==> config.mk <==
export PLATFORM = sky130hd
export DESIGN_NAME = uart_rx_line_assembler
export DESIGN_NICKNAME = d
export VERILOG_FILES = /design/src/rtl/uart_rx_line_assembler.sv
export SDC_FILE = /design/constraint.sdc
export NUM_CORES = 1
export LEC_CHECK = 0
export CORE_MARGIN = 5
export CORE_UTILIZATION = 45
export CTS_CLUSTER_SIZE = 16
export DETAILED_ROUTE_END_ITERATION = 10
export HOLD_SLACK_MARGIN = 0.08
export SLEW_MARGIN = 0
export SYNTH_ARGS = -nofsm -noshare
export SYNTH_HDL_FRONTEND = slang
export SYNTH_SLANG_ARGS = --single-unit
==> constraint.sdc <==
create_clock -name clk -period 3.8 [get_ports clk]
set_clock_uncertainty 0.1 [all_clocks]
set_input_delay 0.76 -clock clk [delete_from_list [all_inputs] [get_ports clk]]
set_output_delay 0.76 -clock clk [all_outputs]
set_load 0.005 [all_outputs]
==> src/rtl/uart_rx_line_assembler.sv <==
// uart_rx_line_assembler
// Collects bytes from the UART RX controller into an LF-terminated text line,
// holds the finished line in a buffer and hands it to the command parser via a
// valid/ack handshake with registered random-access readout.
// Optional build macro: UART_LINE_COMMENT_STRIP_EN strips ';' and '(...)'
// comments before storing.
module uart_rx_line_assembler #(
    parameter int DATA_SIZE    = 8,
    parameter int MAX_LINE_LEN = 64,
    parameter int LEN_BITS     = 7
) (
    input  logic                 clk,
    input  logic                 reset,
    input  logic [DATA_SIZE-1:0] rx_data,
    input  logic                 rx_done,
    output logic                 line_valid,
    output logic [LEN_BITS-1:0]  line_len,
    output logic                 line_overflow,
    output logic                 line_dropped,
    input  logic [LEN_BITS-1:0]  rd_addr,
    output logic [DATA_SIZE-1:0] rd_data,
    input  logic                 line_ack
);

    localparam int ADDR_BITS = (MAX_LINE_LEN > 1) ? $clog2(MAX_LINE_LEN) : 1;
    localparam logic [LEN_BITS-1:0]  MAX_COUNT = LEN_BITS'(MAX_LINE_LEN);
    localparam logic [DATA_SIZE-1:0] CHAR_CR   = DATA_SIZE'(8'h0D);
    localparam logic [DATA_SIZE-1:0] CHAR_LF   = DATA_SIZE'(8'h0A);

    typedef enum logic [1:0] {
        COLLECT,
        DISCARD,
        READY
    } state_t;

    state_t               state, state_next;
    logic [LEN_BITS-1:0]  count, count_next, len_next;
    logic                 ovf_next, dropped_next, wr_en;
    logic [DATA_SIZE-1:0] buffer [MAX_LINE_LEN];

`ifdef UART_LINE_COMMENT_STRIP_EN
    localparam logic [DATA_SIZE-1:0] CHAR_SEMI   = DATA_SIZE'(8'h3B);
    localparam logic [DATA_SIZE-1:0] CHAR_LPAREN = DATA_SIZE'(8'h28);
    localparam logic [DATA_SIZE-1:0] CHAR_RPAREN = DATA_SIZE'(8'h29);

    typedef enum logic [1:0] {
        CMT_NONE,
        CMT_SEMI,
        CMT_PAREN
    } comment_t;

    comment_t comment, comment_next;
`endif

    // The line is presented for exactly as long as the FSM sits in READY.
    assign line_valid = (state == READY);

    // Next-state and next-value logic for the line FSM and its bookkeeping.
    always_comb begin
        state_next   = state;
        count_next   = count;
        len_next     = line_len;
        ovf_next     = line_overflow;
        dropped_next = line_dropped;
        wr_en        = 1'b0;
`ifdef UART_LINE_COMMENT_STRIP_EN
        comment_next = comment;
`endif
        case (state)
            COLLECT: begin
                if (rx_done) begin
`ifdef UART_LINE_COMMENT_STRIP_EN
                    if (comment != CMT_NONE && rx_data != CHAR_LF) begin
                        if (comment == CMT_PAREN && rx_data == CHAR_RPAREN) begin
                            comment_next = CMT_NONE;
                        end
                    end else if (rx_data == CHAR_SEMI) begin
                        comment_next = CMT_SEMI;
                    end else if (rx_data == CHAR_LPAREN) begin
                        comment_next = CMT_PAREN;
                    end else
`endif
                    if (rx_data == CHAR_LF) begin
`ifdef UART_LINE_COMMENT_STRIP_EN
                        comment_next = CMT_NONE;
`endif
                        if (count != '0) begin
                            len_next   = count;
                            state_next = READY;
                        end
                    end else if (rx_data != CHAR_CR) begin
                        if (count < MAX_COUNT) begin
                            wr_en      = 1'b1;
                            count_next = count + 1'b1;
                        end else begin
                            ovf_next   = 1'b1;
                            state_next = DISCARD;
                        end
                    end
                end
            end
            DISCARD: begin
                if (rx_done && rx_data == CHAR_LF) begin
                    len_next   = MAX_COUNT;
                    state_next = READY;
                end
            end
            READY: begin
                if (line_ack) begin
                    state_next   = COLLECT;
                    ovf_next     = 1'b0;
                    dropped_next = 1'b0;
                    count_next   = '0;
                end else if (rx_done) begin
                    dropped_next = 1'b1;
                end
            end
            default: begin
                state_next = COLLECT;
            end
        endcase
    end

    // State and flag registers; reset throws away any partial line.
    always_ff @(posedge clk) begin
        if (reset) begin
            state         <= COLLECT;
            count         <= '0;
            line_len      <= '0;
            line_overflow <= 1'b0;
            line_dropped  <= 1'b0;
`ifdef UART_LINE_COMMENT_STRIP_EN
            comment       <= CMT_NONE;
`endif
        end else begin
            state         <= state_next;
            count         <= count_next;
            line_len      <= len_next;
            line_overflow <= ovf_next;
            line_dropped  <= dropped_next;
`ifdef UART_LINE_COMMENT_STRIP_EN
            comment       <= comment_next;
`endif
        end
    end

    // Line buffer write port; contents need no reset.
    always_ff @(posedge clk) begin
        if (wr_en && !reset) begin
            buffer[count[ADDR_BITS-1:0]] <= rx_data;
        end
    end

    // Registered readout; addresses past the buffer read as zero.
    always_ff @(posedge clk) begin
        if (reset) begin
            rd_data <= '0;
        end else if (rd_addr < MAX_COUNT) begin
            rd_data <= buffer[rd_addr[ADDR_BITS-1:0]];
        end else begin
            rd_data <= '0;
        end
    end

endmodule

==> results.cfg, run 1 <==
[synth]
synth_top_cell_by_area = edfxtp_1
postSynth.asyncResetShare = 0
yosys_warnings = 0
synth_ff_type = edfxtp_1
synth.most_common_cell = edfxtp_1
synth_edf_count = 512
synth_common_cells = edfxtp_1, mux4_2, nor2_1
syn_inst = 1030
ys_ff_latch = 538
synth.area.top_cells = edfxtp_1, mux4_2, dfxtp_1
synth_top_area_share = 0.732
netlist_area_sq_um = 21000
avgSynthCellArea_sq_um = 20.4
ys_types = 52
synth-seq-area-share = 0.756
synth_fp_nets = 1051

[placement]
placed_area_sq_um = 22600
gp_congestion = 0.849
pre_cts_ws_ns = 0.106
portBuffers = 36
dpl.hpwl_microns = 31800

[worst_setup_path]
crit_end = buffer[57][4]$_DFFE_PP_
critical_path.startpoint = rx_data[4]
endpoint_kind = flip-flop
worstPathArrival_ns = 3.44
crit_required_ns = 3.98
critPathKind = in -> reg
critPathLaunchType = input pin
r2r_cells = 4
path_max_fanout = 8
r2r_slack_ns = 1.06
r2r_start = state[0]$_SDFFE_PP0P_
r2r-end = buffer[57][4]$_DFFE_PP_

[final_layout]
fillers = 3554
area_growth_pct = 15.6
drive_gt1_frac = 0.285
num_antenna_cells = 0
multi_input_area_sq_um = 4750
nets = 1199
register_area_sq_um = 15900
stdcell_area_sq_um = 24300
utilization = 0.524

[run]
maxCapViolCount = 0

[clock_network]
clock_latency_ns = 0.61
cts_resized = 0
clkTransAtPathRegs_ns = 0.06
cts_setup_buffers = 0
cts_buffers = 53
clockBufferDepth = 3
cts_tree = built
htreeDepth = 2
ctsHoldBuffers = 0
cts_sinks = 538
cts.root.buffer_cell = clkbuf_16

[power_and_ir_drop]
power_switching_mw = 2.53
comb_power_share = 0.047
swShare = 0.209
clkPwrFrac = 0.414
seqPwrFrac = 0.539
internal-power_mw = 9.56
power_leakage_nw = 7.69
vdd_drop_max_mv = 0.477
cellPowerDensity_nw_per_um2 = 498

[floorplan]
io_pins = 37
core-area_sq_um = 46400
dieWidth_microns = 226
die_h_microns = 226
start_util = 0.453
die_area_sq_um = 51100
rows = 79

[detailed_routing]
wl_microns = 49700
firstDrtPassIters = 5
via_count = 10500
via_per_inst = 5.76
wl_per_cell_microns = 27.2
drtAntennaViolNets = 0
drtIter0Drc = 1014
post-route-drc-count = 0

[timing]
period_needed_ns = 3.26
tightest_slew_ns = 1.30
setup_viol = 0
relSlewSlack = 0.125
post-route-period-util = 0.858
tns_ns = 0
rsz0062_at_grt = no
setup_slack_ns = 0.541
hold_viol_final = 0
max_freq_mhz = 307
drv_slew = 0

[global_route]
antenna_found_initial = 1
gr-total-overflow = 0
grt_pass1_wl_microns = 73700
grt_usage = 0.198
grt_max_degree = 67
grt_pass1_vias = 10800

[status]
status = finished clean

[min_path]
holdCritPathClass = reg -> reg
hold_depth = 2
[per-stage QoR]
stage                     hold slack (ns)  power, mW  std cells
after global placement              0.341       7.21       1730
after floorplan                     0.348       6.94       1030
after CTS                           0.361       12.2       1829
after global routing                0.390       12.5       1829
after detailed placement            0.349       7.21       1730
final                               0.355       12.1       1829
[worst min-delay path by stage]
stage,start,endpoint,slack [ns]
final,line_len[0]$_SDFFE_PP0P_,line_len[0]$_SDFFE_PP0P_,0.35
after global routing,line_len[1]$_SDFFE_PP0P_,line_len[1]$_SDFFE_PP0P_,0.39
after CTS,line_len[0]$_SDFFE_PP0P_,line_len[0]$_SDFFE_PP0P_,0.36
after detailed placement,line_len[2]$_SDFFE_PP0P_,line_len[2]$_SDFFE_PP0P_,0.35
after global placement,line_len[0]$_SDFFE_PP0P_,line_len[0]$_SDFFE_PP0P_,0.34
after floorplan,line_len[1]$_SDFFE_PP0P_,line_len[1]$_SDFFE_PP0P_,0.35
[power groups by stage]
stage	sequential [mW]	clock [mW]	combinational, mW
floorplan	6.63	0	0.310
global placement	6.64	0	0.570
detailed placement	6.64	0	0.576
CTS	6.51	5.11	0.578
global route	6.51	5.36	0.608
finish	6.51	5.01	0.569
[state kept, by name, summed over array words and instances (netlist names)]
name           flops
line_dropped       1
line_overflow      1
rd_data            8
line_len           7
state              2
buffer           512
count              7
[layout by cell type (no fill, tap or decap), types with 11 or more instances in the layout]
cell type / Yosys / layout
a211oi_1: 11 / 11
a21oi_1: 12 / 12
buf_4: 11 / 113
clkbuf_1: 16 / 18
clkbuf_16: 0 / 53
clkdlybuf4s50_1: 0 / 25
dfxtp_1: 26 / 26
edfxtp_1: 512 / 512
mux2_2: 11 / 11
mux4_2: 127 / 127
nand2_1: 22 / 22
nand3_1: 13 / 13
nor2_1: 88 / 88
nor2b_1: 17 / 17
o22ai_1: 25 / 25
[per-layer routing]
metal | up-vias | routed length [microns] | global-route usage
li1 | 4571 | - | -
met5 | - | 0 | 0
met3 | 68 | 3020 | 0.0367
met2 | 321 | 24700 | 0.327
met1 | 5580 | 20900 | 0.278
met4 | 0 | 1080 | 0.0485
[final cells by class]
type | instances | share of cell area
Inverter | 4 | 0.000618
Clock inverter | 19 | 0.00618
Multi-Input combinational cell | 431 | 0.196
Timing Repair Buffer | 150 | 0.0495
Clock buffer | 80 | 0.0625
Tap cell | 607 | 0.0313
Sequential cell | 538 | 0.654
[critical path, stage by stage]
cell and delay, ns:
buf_2 0.15, nor4_1 1.08, buf_4 0.28, o211ai_1 0.14, and4_1 0.28, nand2_1 0.40, nor2_1 0.34
[logic make-up (layout without fill, tap and decap cells)]
logic type | count (synthesis) | in the layout | synth area share
flip-flops | 538 | 538 | 0.756
AND/OR/NAND/NOR | 196 | 196 | 0.0456
multiplexers | 148 | 148 | 0.151
AO/OA/AOI/OAI | 85 | 85 | 0.0278
buffers and inverters | 61 | 253 | 0.0176
adder cells (fa/ha/maj) | 2 | 2 | 0.00119
(Power assumes the default switching activity.)
==> inputs of run 2 (changes only) <==
--- a/config.mk
+++ b/config.mk
@@ -10,6 +10,7 @@
 export CTS_CLUSTER_SIZE = 16
 export DETAILED_ROUTE_END_ITERATION = 10
 export HOLD_SLACK_MARGIN = 0.08
+export REMOVE_ABC_BUFFERS = 1
 export SLEW_MARGIN = 0
 export SYNTH_ARGS = -nofsm -noshare
 export SYNTH_HDL_FRONTEND = slang
==> results.cfg, run 2 (same netlist as run 1, synthesis figures left out) <==
[clock_network]
cts_buffers = 55
clockBufferDepth = 3
cts_sinks = 538
cts_resized = 0
cts_tree = built
clock_latency_ns = 0.60
ctsHoldBuffers = 0
cts_setup_buffers = 0
clkTransAtPathRegs_ns = 0.06
cts.root.buffer_cell = clkbuf_16
htreeDepth = 2

[worst_setup_path]
critPathMaxStageDelay_ns = 0.57
critPathLaunchType = input pin
crit_required_ns = 3.91
endpoint_kind = flip-flop
critPathBufInv = 2
r2r_slack_ns = 1.15
path_max_fanout = 8
worstPathArrival_ns = 3.03
critical_path.startpoint = rx_done
critPathKind = in -> reg
path_delay_family = simple AND/OR/NAND/NOR gates
r2r_start = state[1]$_SDFFE_PP0P_
crit_top_cell = nor2_1
critPathSlowestCell = nor2_1
path_cells = clkdlybuf4s50_1 > nand2b_1 > nor2_1 > nand2_1 > or4_1 > buf_4 > nor2_1
r2r-end = buffer[63][3]$_DFFE_PP_
r2r_cells = 6

[floorplan]
start_util = 0.453
die_area_sq_um = 51100
dieWidth_microns = 226
rows = 79
die_h_microns = 226
core-area_sq_um = 46400
io_pins = 37

[timing]
post-route-period-util = 0.769
tns_ns = 0
tightest_slew_ns = 0.830
hold_viol_final = 0
setup_viol = 0
drv_slew = 0
rsz0062_at_grt = no
relSlewSlack = 0.447
max_freq_mhz = 342
period_needed_ns = 2.92

[global_route]
grt_usage = 0.200
gr-total-overflow = 0
antenna_found_initial = 3
grt_pass1_wl_microns = 74200
grt_pass1_vias = 10800
grt_max_degree = 68

[power_and_ir_drop]
power_leakage_nw = 7.50
vdd_drop_max_mv = 0.362
cellPowerDensity_nw_per_um2 = 505

[detailed_routing]
wl_microns = 50400
drtAntennaViolNets = 0
post-route-drc-count = 0
wl_per_cell_microns = 28.0
drtIter0Drc = 985
via_per_inst = 5.84
via_count = 10500
firstDrtPassIters = 5

[placement]
gp_congestion = 0.850
dpl.hpwl_microns = 31900
placed_area_sq_um = 22400
dp_cells = 1691
portBuffers = 36

[min_path]
holdCritPathClass = reg -> reg
min_from = line_overflow$_SDFFE_PP0P_
holdPathEnd = line_overflow$_SDFFE_PP0P_
hold_depth = 1

[final_layout]
stdcell_count = 1797
utilization = 0.520
mostFrequentLayoutCells = edfxtp_1, mux4_2, nor2_1
final_common_cell = edfxtp_1
stdcell_area_sq_um = 24100
drive_gt1_frac = 0.253
nets = 1162
area_growth_pct = 14.7
largest_reg_flops = 512

[run]
maxCapViolCount = 0

[status]
status = finished clean
[run 2: cell types whose count changed in the layout (fill, tap and decap cells not counted), sizes merged]
cell	previous run	this run
bufinv	1	2
buf	125	86
clkinv	16	24
inv	6	5
clkbuf	80	74
diode	0	3
clkinvlp	0	2
[run 2: worst max-delay path by stage]
stage / to / slack, ns / cells after the start
floorplan: buffer[63][0]$_DFFE_PP_ / 1.08 / 5
global placement: buffer[47][3]$_DFFE_PP_ / 0.33 / 7
detailed placement: buffer[63][0]$_DFFE_PP_ / 0.26 / 7
CTS: buffer[63][3]$_DFFE_PP_ / 0.89 / 7
global route: buffer[63][3]$_DFFE_PP_ / 0.74 / 7
finish: buffer[63][3]$_DFFE_PP_ / 0.88 / 7
[run 2: power by group]
group / total, mW / switching (mW) / internal (mW) / leakage [nW]
sequential: 6.51 / 0.00976 / 6.50 / 4.81
clock: 5.07 / 2.20 / 2.87 / 0.811
combinational: 0.580 / 0.350 / 0.230 / 1.88
[run 2: metrics by stage]
step	power, mW	hold WS (ns)	worst slack [ns]
after floorplan	6.86	0.342	1.08
final	12.2	0.362	0.879
after detailed placement	7.23	0.349	0.262
after global placement	7.22	0.352	0.329
after global routing	12.5	0.384	0.738
after CTS	12.3	0.365	0.887
[run 2: cell type report]
cell class                      instances  area [sq um]
Antenna cell                            3          7.51
Clock buffer                           74          1490
Clock inverter                         29           193
Fill cell                            3581         22300
Inverter                                4          15.0
Multi-Input combinational cell        431          4750
Sequential cell                       538         15900
Tap cell                              607           759
Timing Repair Buffer                  111           996
[run 2: per-layer routing]
metal / GRT usage / up-vias / share of wire
met2: 0.314 / 385 / 0.48
li1: - / 4510 / -
met5: 0 / - / 0
met4: 0.0668 / 0 / 0.032
met3: 0.0364 / 88 / 0.069
met1: 0.289 / 5513 / 0.42
==> inputs of run 3 (changes only) <==
==> constraint.sdc (replaced) <==
create_clock -name clk -period 2.86 [get_ports clk]
set_clock_uncertainty 0.1 [all_clocks]
set_input_delay 0.572 -clock clk [delete_from_list [all_inputs] [get_ports clk]]
set_output_delay 0.572 -clock clk [all_outputs]
set_load 0.005 [all_outputs]
==> results.cfg, run 3 (same netlist as run 1, synthesis figures left out) <==
[clock_network]
cts_buffers = 54
cts.root.buffer_cell = clkbuf_16
cts_setup_buffers = 0
ctsHoldBuffers = 0
cts_sinks = 538
clkTransAtPathRegs_ns = 0.06
cts_tree = built
clockBufferDepth = 3
clock_latency_ns = 0.60
htreeDepth = 2

[floorplan]
dieWidth_microns = 226
rows = 79
die_h_microns = 226
io_pins = 37
start_util = 0.453
die_area_sq_um = 51100
core-area_sq_um = 46400

[worst_setup_path]
path_max_fanout = 8
worstPathArrival_ns = 2.90
critPathLaunchType = input pin
critPathKind = in -> reg
crit_required_ns = 3.00
endpoint_kind = flip-flop
r2r_slack_ns = 0.35

[global_route]
antenna_found_initial = 3
grt_usage = 0.204
grt_pass1_wl_microns = 75400
grt_max_degree = 68
grt_pass1_vias = 10900
gr-total-overflow = 0

[timing]
hold_viol_final = 0
setup_viol = 0
relSlewSlack = 0.399
rsz0062_at_grt = no
max_freq_mhz = 362
drv_slew = 0
tns_ns = 0
period_needed_ns = 2.76
setup_slack_ns = 0.0978
post-route-period-util = 0.966
tightest_slew_ns = 0.899

[placement]
gp_congestion = 0.878
dpl.hpwl_microns = 33300
dp_cells = 1723
portBuffers = 36
pre_cts_ws_ns = -0.575

[run]
maxCapViolCount = 0

[power_and_ir_drop]
vdd_drop_max_mv = 0.443
power_leakage_nw = 7.76
cellPowerDensity_nw_per_um2 = 677

[final_layout]
stdcell_count = 1826
nets = 1193
mostFrequentLayoutCells = edfxtp_1, mux4_2, buf_4
fillers = 3616
largest_reg_flops = 512
final_common_cell = edfxtp_1
drive_gt1_frac = 0.287
area_growth_pct = 17.0

[status]
status = finished clean

[detailed_routing]
post-route-drc-count = 0
via_per_inst = 5.82
drtAntennaViolNets = 0
drtIter0Drc = 1176
wl_per_cell_microns = 28.1
via_count = 10600
wl_microns = 51300
firstDrtPassIters = 5

[min_path]
holdCritPathClass = in -> reg
-- run 3: cell count changes in the layout (fill, tap and decap cells not counted), moves of 3 or more --
cell,change
buf_4,+22
clkinv_4,+3
buf_12,+10
bufinv_16,+5
clkinv_2,+8
clkinv_1,-6
clkbuf_1,-11
-- run 3: cell type report --
class	count	area, sq um	area share
Inverter	4	15.0	0.000611
Timing Repair Buffer	143	1360	0.0554
Antenna cell	1	2.50	0.000102
Clock inverter	42	410	0.0167
Tap cell	607	759	0.0309
Clock buffer	60	1380	0.0563
Sequential cell	538	15900	0.647
Multi-Input combinational cell	431	4750	0.193
-- run 3: per-stage QoR --
stage | hold WS (ns) | util | power, mW | area (sq um)
2_1_floorplan | 0.342 | - | 9.11 | 20700
3_3_place_gp | 0.344 | 0.491 | 9.67 | 22800
3_5_place_dp | 0.348 | 0.491 | 9.68 | 22800
4_1_cts | 0.215 | 0.530 | 16.8 | 24600
5_1_grt | 0.230 | 0.530 | 17.1 | 24600
6_report | 0.254 | 0.530 | 16.6 | 24600
-- run 3: path summary, 6_finish.rpt --
path                         endpoint  cells past startpoint                startpoint
min reg2reg  line_len[0]$_SDFFE_PP0P_                      2  line_len[0]$_SDFFE_PP0P_
max           buffer[31][1]$_DFFE_PP_                      8                rx_data[0]
min           buffer[26][6]$_DFFE_PP_                      1                rx_data[6]
max reg2reg   buffer[28][1]$_DFFE_PP_                      3     count[3]$_SDFFE_PP0P_
-- run 3: critical path, cell delays in order --
cell	delay (ns)
buf_2	0.18
and3b_1	0.21
o211ai_1	0.39
buf_4	0.19
nand2_1	0.05
or4_1	0.53
buf_12	0.19
nor2_1	0.55
-- run 3: layer usage --
| layer | track usage | up-vias | wire [microns] |
|---|---|---|---|
| met2 | 0.316 | 378 | 24300 |
| met4 | 0.0646 | 0 | 1550 |
| met1 | 0.299 | 5587 | 21800 |
| li1 | - | 4576 | - |
| met3 | 0.0382 | 81 | 3560 |
| met5 | 0 | - | 0 |
-- run 3: where the power goes --
group | total [mW] | leakage [nW] | internal (mW) | switching, mW
clock | 7.13 | 0.876 | 4.13 | 3.00
combinational | 0.848 | 2.07 | 0.360 | 0.488
sequential | 8.65 | 4.81 | 8.64 | 0.0108
-- run 3: repair_timing --
action | 4_1_cts | 5_1_grt
gates resized for setup | 0 | 1
hold endpoints to repair | 0 | 0
setup endpoints to repair | 0 | 8
